--- src/rtl/vga_timing_gen.sv ---
// vga_timing_gen: VGA raster timing generator with draw-window decode.
//   clk25       in   pixel clock, all state on the rising edge
//   reset       in   asynchronous active-high reset
//   enable      in   count advance; low freezes counters and the output pipeline
//   hSync/vSync out  sync levels; the asserted level is set by H_POL/V_POL
//   video       out  inside the H_ACTIVE x V_ACTIVE visible area
//   draw        out  inside the draw window, clipped to the visible area
//   xCoord      out  window-relative x >> SCALE_LOG2, 0 outside the window
//   yCoord      out  window-relative y >> SCALE_LOG2, 0 outside the window
//   lineStart   out  pulse at hCount 0
//   frameStart  out  pulse at hCount 0, vCount 0
// Outputs show the decode of the count state 1+PIPE enabled edges earlier.
module vga_timing_gen #(
  parameter int unsigned H_ACTIVE   = 640,
  parameter int unsigned H_FP       = 16,
  parameter int unsigned H_SYNC     = 96,
  parameter int unsigned H_BP       = 48,
  parameter int unsigned V_ACTIVE   = 480,
  parameter int unsigned V_FP       = 10,
  parameter int unsigned V_SYNC     = 2,
  parameter int unsigned V_BP       = 33,
  parameter bit          H_POL      = 1'b0,
  parameter bit          V_POL      = 1'b0,
  parameter int unsigned WIN_X0     = 0,
  parameter int unsigned WIN_Y0     = 0,
  parameter int unsigned WIN_W      = 256,
  parameter int unsigned WIN_H      = 320,
  parameter int unsigned SCALE_LOG2 = 0,
  parameter int unsigned X_W        = 8,
  parameter int unsigned Y_W        = 9,
  parameter int unsigned PIPE       = 0
) (
  input  logic           clk25,
  input  logic           reset,
  input  logic           enable,
  output logic           hSync,
  output logic           vSync,
  output logic           video,
  output logic           draw,
  output logic [X_W-1:0] xCoord,
  output logic [Y_W-1:0] yCoord,
  output logic           lineStart,
  output logic           frameStart
);

  localparam int unsigned H_TOTAL  = H_ACTIVE + H_FP + H_SYNC + H_BP;
  localparam int unsigned V_TOTAL  = V_ACTIVE + V_FP + V_SYNC + V_BP;
  localparam int unsigned HC_W     = $clog2(H_TOTAL);
  localparam int unsigned VC_W     = $clog2(V_TOTAL);
  localparam int unsigned HS_START = H_ACTIVE + H_FP;
  localparam int unsigned VS_START = V_ACTIVE + V_FP;

  // One pipeline stage worth of output state.
  typedef struct packed {
    logic           hs;
    logic           vs;
    logic           video;
    logic           draw;
    logic [X_W-1:0] x;
    logic [Y_W-1:0] y;
    logic           ls;
    logic           fs;
  } vid_out_t;

  localparam vid_out_t RST_OUT = '{hs: ~H_POL, vs: ~V_POL, default: '0};

  logic [HC_W-1:0] h_cnt_q, h_cnt_d;
  logic [VC_W-1:0] v_cnt_q, v_cnt_d;

  // Raster counters: h wraps every line, v advances on the last pixel of a line.
  always_comb begin
    h_cnt_d = h_cnt_q;
    v_cnt_d = v_cnt_q;
    if (enable) begin
      if (h_cnt_q == HC_W'(H_TOTAL - 1)) begin
        h_cnt_d = '0;
        if (v_cnt_q == VC_W'(V_TOTAL - 1)) begin
          v_cnt_d = '0;
        end else begin
          v_cnt_d = v_cnt_q + 1'b1;
        end
      end else begin
        h_cnt_d = h_cnt_q + 1'b1;
      end
    end
  end

  always_ff @(posedge clk25 or posedge reset) begin
    if (reset) begin
      h_cnt_q <= '0;
      v_cnt_q <= '0;
    end else begin
      h_cnt_q <= h_cnt_d;
      v_cnt_q <= v_cnt_d;
    end
  end

  // Decode of the current count. Range tests use unsigned wrap-around:
  // (a - lo) < len is true exactly for lo <= a < lo+len.
  logic [31:0] h_ext_c, v_ext_c, dx_c, dy_c;
  logic        video_c, draw_c, hs_on_c, vs_on_c;
  vid_out_t    decode_c;

  always_comb begin
    h_ext_c  = 32'(h_cnt_q);
    v_ext_c  = 32'(v_cnt_q);
    dx_c     = h_ext_c - WIN_X0;
    dy_c     = v_ext_c - WIN_Y0;
    video_c  = (h_ext_c < H_ACTIVE) && (v_ext_c < V_ACTIVE);
    draw_c   = video_c && (dx_c < WIN_W) && (dy_c < WIN_H);
    hs_on_c  = (h_ext_c - HS_START) < H_SYNC;
    vs_on_c  = (v_ext_c - VS_START) < V_SYNC;

    decode_c       = RST_OUT;
    decode_c.hs    = hs_on_c ? H_POL : ~H_POL;
    decode_c.vs    = vs_on_c ? V_POL : ~V_POL;
    decode_c.video = video_c;
    decode_c.draw  = draw_c;
    decode_c.x     = draw_c ? X_W'(dx_c >> SCALE_LOG2) : '0;
    decode_c.y     = draw_c ? Y_W'(dy_c >> SCALE_LOG2) : '0;
    decode_c.ls    = (h_cnt_q == '0);
    decode_c.fs    = (h_cnt_q == '0) && (v_cnt_q == '0);
  end

  // Output register plus PIPE delay stages, all frozen together by enable.
  vid_out_t pipe_q [PIPE+1];

  always_ff @(posedge clk25 or posedge reset) begin
    if (reset) begin
      pipe_q[0] <= RST_OUT;
    end else if (enable) begin
      pipe_q[0] <= decode_c;
    end
  end

  for (genvar g = 1; g <= PIPE; g++) begin : g_pipe
    always_ff @(posedge clk25 or posedge reset) begin
      if (reset) begin
        pipe_q[g] <= RST_OUT;
      end else if (enable) begin
        pipe_q[g] <= pipe_q[g-1];
      end
    end
  end

  assign hSync      = pipe_q[PIPE].hs;
  assign vSync      = pipe_q[PIPE].vs;
  assign video      = pipe_q[PIPE].video;
  assign draw       = pipe_q[PIPE].draw;
  assign xCoord     = pipe_q[PIPE].x;
  assign yCoord     = pipe_q[PIPE].y;
  assign lineStart  = pipe_q[PIPE].ls;
  assign frameStart = pipe_q[PIPE].fs;

endmodule

--- config.mk ---
export PLATFORM = sky130hd
export DESIGN_NAME = vga_timing_gen
export DESIGN_NICKNAME = d
export VERILOG_FILES = /design/src/rtl/vga_timing_gen.sv
export SDC_FILE = /design/constraint.sdc
export NUM_CORES = 1
export LEC_CHECK = 0
export ABC_CLOCK_PERIOD_IN_PS = 3000
export CORE_MARGIN = 5
export CORE_UTILIZATION = 45
export CTS_CLUSTER_DIAMETER = 30
export CTS_CLUSTER_SIZE = 24
export DETAILED_ROUTE_END_ITERATION = 8
export HOLD_SLACK_MARGIN = 0.03
export PLACE_DENSITY = 0.63
export SLEW_MARGIN = 10
export SYNTH_ARGS = -nofsm -noshare
export SYNTH_HDL_FRONTEND = slang
export SYNTH_SLANG_ARGS = --single-unit
--- constraint.sdc ---
create_clock -name clk25 -period 3 [get_ports clk25]
set_clock_uncertainty 0.15 [all_clocks]
set_input_delay 0.6 -clock clk25 [delete_from_list [all_inputs] [get_ports clk25]]
set_output_delay 0.6 -clock clk25 [all_outputs]
set_load 0.05 [all_outputs]
Word-level counts from Yosys, hierarchy flattened:

Index checks and enable logic that the tools add are counted.

* bits in registers: 43
* bits of input ports: 3
* output and inout bits: 23

* add/sub/neg operators: 4
* $lt $le $gt $ge: 6
* eq/ne operators: 2
* mux-type cells: 6
* reductions and logical operators: 7

Operator list (number)
* 32-bit by 2-bit < comparator with 1-bit output (second input constant): 1
* 32-bit by 7-bit < comparator with 1-bit output (second input constant): 1
* 10-bit by 9-bit < comparator with 1-bit output (second input constant): 3
* 10-bit by 1-bit adder with 10-bit output (second input constant): 2
* 10-bit equality test (second input constant): 2
* 10-bit logical NOT: 2
* 10-bit two-way mux: 2
* 10-bit by 10-bit subtractor with 11-bit output (second input constant): 1
* 10-bit by 9-bit subtractor with 11-bit output (second input constant): 1
* 10-bit < comparator (second input constant): 1
* 9-bit two-way mux: 1
* 8-bit two-way mux: 1
* 1-bit logical AND: 4
* 1-bit two-way mux: 2
* 2-bit AND reduction: 1

Depth between registers and ports, before layout:

* word-level depth: 5
* depth in mapped cells: 8
* depth with buffers taken out: 6

Worst setup path after synthesis:

OpenSTA, ideal clock, no wires.

* path type: reg-to-reg
* from: reg h_cnt_q[5]
* to: reg v_cnt_q[7]
* library setup time: 0.126 ns
* data arrival time: 1.470 ns
* required time: 2.724 ns
* path slack: 1.255 ns
* stages on the path, launching flop included: 8
* buffers on the path: 1
* period minus slack after synthesis: 1.745 ns
* path through: dfrtp_1 buf_2 inv_1 ha_1 nand3_1 nor4_4 nand3_1 xnor2_1

* longest elaborated chain between the ends: 2

Ends and longest elaborated chain
* from (decl): RTL line 67 `logic [HC_W-1:0] h_cnt_q, h_cnt_d;`
* from (signal assigned): RTL line 93 `h_cnt_q <= h_cnt_d;`
* 10-bit equality test: RTL line 75 `if (h_cnt_q == HC_W'(H_TOTAL - 1)) begin`
* 2-bit AND reduction (no line)
* to (signal assigned): RTL line 94 `v_cnt_q <= v_cnt_d;`
* to (decl): RTL line 68 `logic [VC_W-1:0] v_cnt_q, v_cnt_d;`

No other way between the ends.
A chain may end at the register's enable or synchronous reset.

Final worst setup path:

* from: reg pipe_q, in the netlist vSync
* to: out vSync

RTL lines
* from (decl): RTL line 126 `vid_out_t pipe_q [PIPE+1];`
* to (decl): RTL line 37 `output logic vSync,`

No word-level cell between the ends.

==> impl_metrics.csv <==
group,metric,value,unit
outcome,status,"complete, no violations",
cts,cts_buffers,5,
timing,slew_headroom,63.4,%
logic_synthesis,synth_seq_cells,43,
logic_synthesis,synth_cell_types,49,
power_and_ir_drop,leakagePower,1.10,nW
timing,worst_slack,0.629,ns
setup_path,crit_required,2.25,ns
finish,fin_util,54.6,%
cts,ctsHtreeMaxLevel,2,
logic_synthesis,async_reset_ff_share,100,%
die,pin_count,26,
logic_synthesis,synth_edf_count,0,
worst_hold_path,hp-class,"reg -> reg",
grt,track_usage,15.5,%
setup_path,worstSetupPathType,"reg -> out",
setup_path,start_kind,"flop",
logic_synthesis,yosysMostFrequentCell,"dfrtp_1",
timing,tns,0,ns
cts,clk_pin_slew,0.08,ns
finish,num-fill-cells,426,
cts,root_buffer,"clkbuf_8",
setup_path,crit_slowest_cell,"clkdlybuf4s50_1",
power_and_ir_drop,p_sw,0.589,mW
setup_path,cp_num_buf_inv,1,
finish,area_delta_synth_final,18.6,%
finish,seq_area,0.00108,sq mm
setup_path,end_kind,"primary output",
place,dp_cells,283,
power_and_ir_drop,p_seq_share,46.7,%
power_and_ir_drop,switching_share,36.0,%
route,drc_errors,0,
logic_synthesis,synth_cells,200,
logic_synthesis,synth_area,0.00218,sq mm
setup_path,worstPathArrival,1.62,ns
timing,fin_crit_sh,79.0,%
route,viasPerCell,5.32,
place,hpwlAfterDp,3.12,mm
power_and_ir_drop,peakVddDrop,516,uV
timing,worst_slew_pin_slew,0.550,ns
finish,insertedDiodeCount,0,
place,postPlaceCellArea,0.00248,sq mm
die,die-height,79.5,um
place,gp_congestion,0.808,
timing,fin_crit,2.37,ns
run,cap_violations,0,
logic_synthesis,yosysTopAreaCellShare,47.2,%
power_and_ir_drop,power.density,634,mW/mm^2
logic_synthesis,synthesis.nets,213,
setup_path,slowest_delay,0.79,ns
timing,rsz0062_at_grt,"false",
cts,clk_path_buf_depth,2,
timing,final-setup-viol-count,0,
timing,slew_viol_final,0,
cts,cts_tree,"built",
cts,hold_buffers,0,
setup_path,cp_max_fo,2,
setup_path,cp_top_family,"buffers and inverters",
finish,final_area,0.00258,sq mm
finish,multi_input_area,982,sq um
power_and_ir_drop,internal-power,1.05,mW
logic_synthesis,synth_area_leaders,"dfrtp_1 47%, a22o_1 7.2%, ha_1 5.8%",
setup_path,path_cells,"clkdlybuf4s50_1",
route,antenna_left,0,
cts,insertion_delay,0.29,ns
route,drt_iter0_markers,132,
logic_synthesis,yosys_warnings,0,
die,core_area,0.00472,sq mm
place,pre_cts_ws,0.430,ns
die,die_x,79.5,um
cts,post_cts_buffers,0,
cts,clock-sinks,43,
route,vias,1548,
grt,grt_pass1_vias,1581,
logic_synthesis,synth_seq_area_share,49.6,%
finish,drive_gt1_share,12.1,%
route,wire_per_inst,15.1,um
grt,overflow,0,
logic_synthesis,syn_avg_cell_area,10.9,sq um
route,wl,4.40,mm
place,port-buffer-count,25,
timing,max_freq,422,MHz
grt,grt_max_degree,44,
logic_synthesis,synth_ff_type,"dfrtp_1",
grt,antenna_found_initial,0,
die,die-area,0.00633,sq mm
power_and_ir_drop,power.share.clock,24.8,%
logic_synthesis,synth_largest_area_cell,"dfrtp_1",
cts,cts_resized,0,
logic_synthesis,synth_commonest_cells,"41 x dfrtp_1, 18 x a22o_1, 15 x nand2_1",
route,drt_first_pass_iters,4,
grt,grt_pass1_wl,7.66,mm
die,num_rows,25,
timing,final_hold_viol_count,0,
finish,fin_nets,236,
power_and_ir_drop,pwr-share-comb,28.6,%
die,initial_utilization,46.1,%
finish,finalNonFillerCells,291,
-- through the flow --
step | hold slack [ns] | total power [mW]
floorplan | 0.362 | 1.10
global placement | 0.314 | 1.24
detailed placement | 0.336 | 1.25
CTS | 0.355 | 1.66
global route | 0.374 | 1.74
finish | 0.346 | 1.64
-- cell usage in the layout (no fill, tap or decap), types with 2 or more instances in the layout --
cell,Yosys,final
xor2_1,4,4
a21oi_1,3,3
xnor2_1,6,6
o21ai_1,2,2
clkdlybuf4s50_1,0,25
a22o_1,18,18
nand2_1,15,15
nand4_1,6,6
a21o_1,3,3
dfstp_2,2,2
clkbuf_8,0,7
nand2b_1,2,2
a31oi_1,3,3
buf_4,2,5
ha_1,10,10
nor2_1,11,11
o21ai_0,8,8
nor3_1,2,2
inv_1,12,12
and4_1,2,2
dfrtp_1,41,41
nor3_2,2,2
nand3_1,8,8
o211ai_1,2,2
-- cells by family (layout without fill, tap and decap cells) --
family                     after synthesis  in the layout  synth area share (%)
adders and majority gates               10             10                  5.75
xor gates and xnor gates                10             10                  4.03
buffers and inverters                   26             50                  5.29
muxes                                    1              1                 0.460
AOI/OAI and AO/OA                       48             48                  16.3
and+or+nand+nor                         62             62                  18.6
DFF                                     43             43                  49.6
-- final cells by class --
class	instances	share of cell area (%)
multi-input cells	131	38.1
well taps	67	3.25
clock buffers	7	3.73
clock inverters	1	0.291
repair buffers	30	11.1
flip-flops and latches	43	41.8
inverters	12	1.75
-- layer usage --
metal  global-route usage, %  up-vias  routed length, um
li1                        -      764                  -
met3                    3.72        7                113
met4                    4.81        0                 74
met5                       0        -                  0
met1                    20.9      749               2110
met2                    24.6       28               2100
-- flip-flops by register name, summed over array words and instances, names as in the netlist --
name        count
v_cnt_q        10
hSync           1
yCoord          9
frameStart      1
draw            1
lineStart       1
h_cnt_q        10
xCoord          8
vSync           1
video           1
-- final timing paths --
kind,startpoint,end,slack (ns),depth (start not counted)
max,vSync,vSync,0.63,1
min,draw,draw,0.35,1
max reg2reg,h_cnt_q[5],v_cnt_q[4],1.07,7
min reg2reg,draw,draw,0.35,1
max in group asynchronous,reset,hSync,1.70,3
min in group asynchronous,reset,yCoord[4],0.60,3
-- power by group through the flow --
stage               logic (mW)  registers (mW)  clock network (mW)
floorplan                0.230           0.870                   0
global placement         0.468           0.773                   0
detailed placement       0.471           0.777                   0
CTS                      0.474           0.766               0.419
global route             0.512           0.780               0.449
finish                   0.468           0.764               0.406
(Power assumes the default switching activity.)
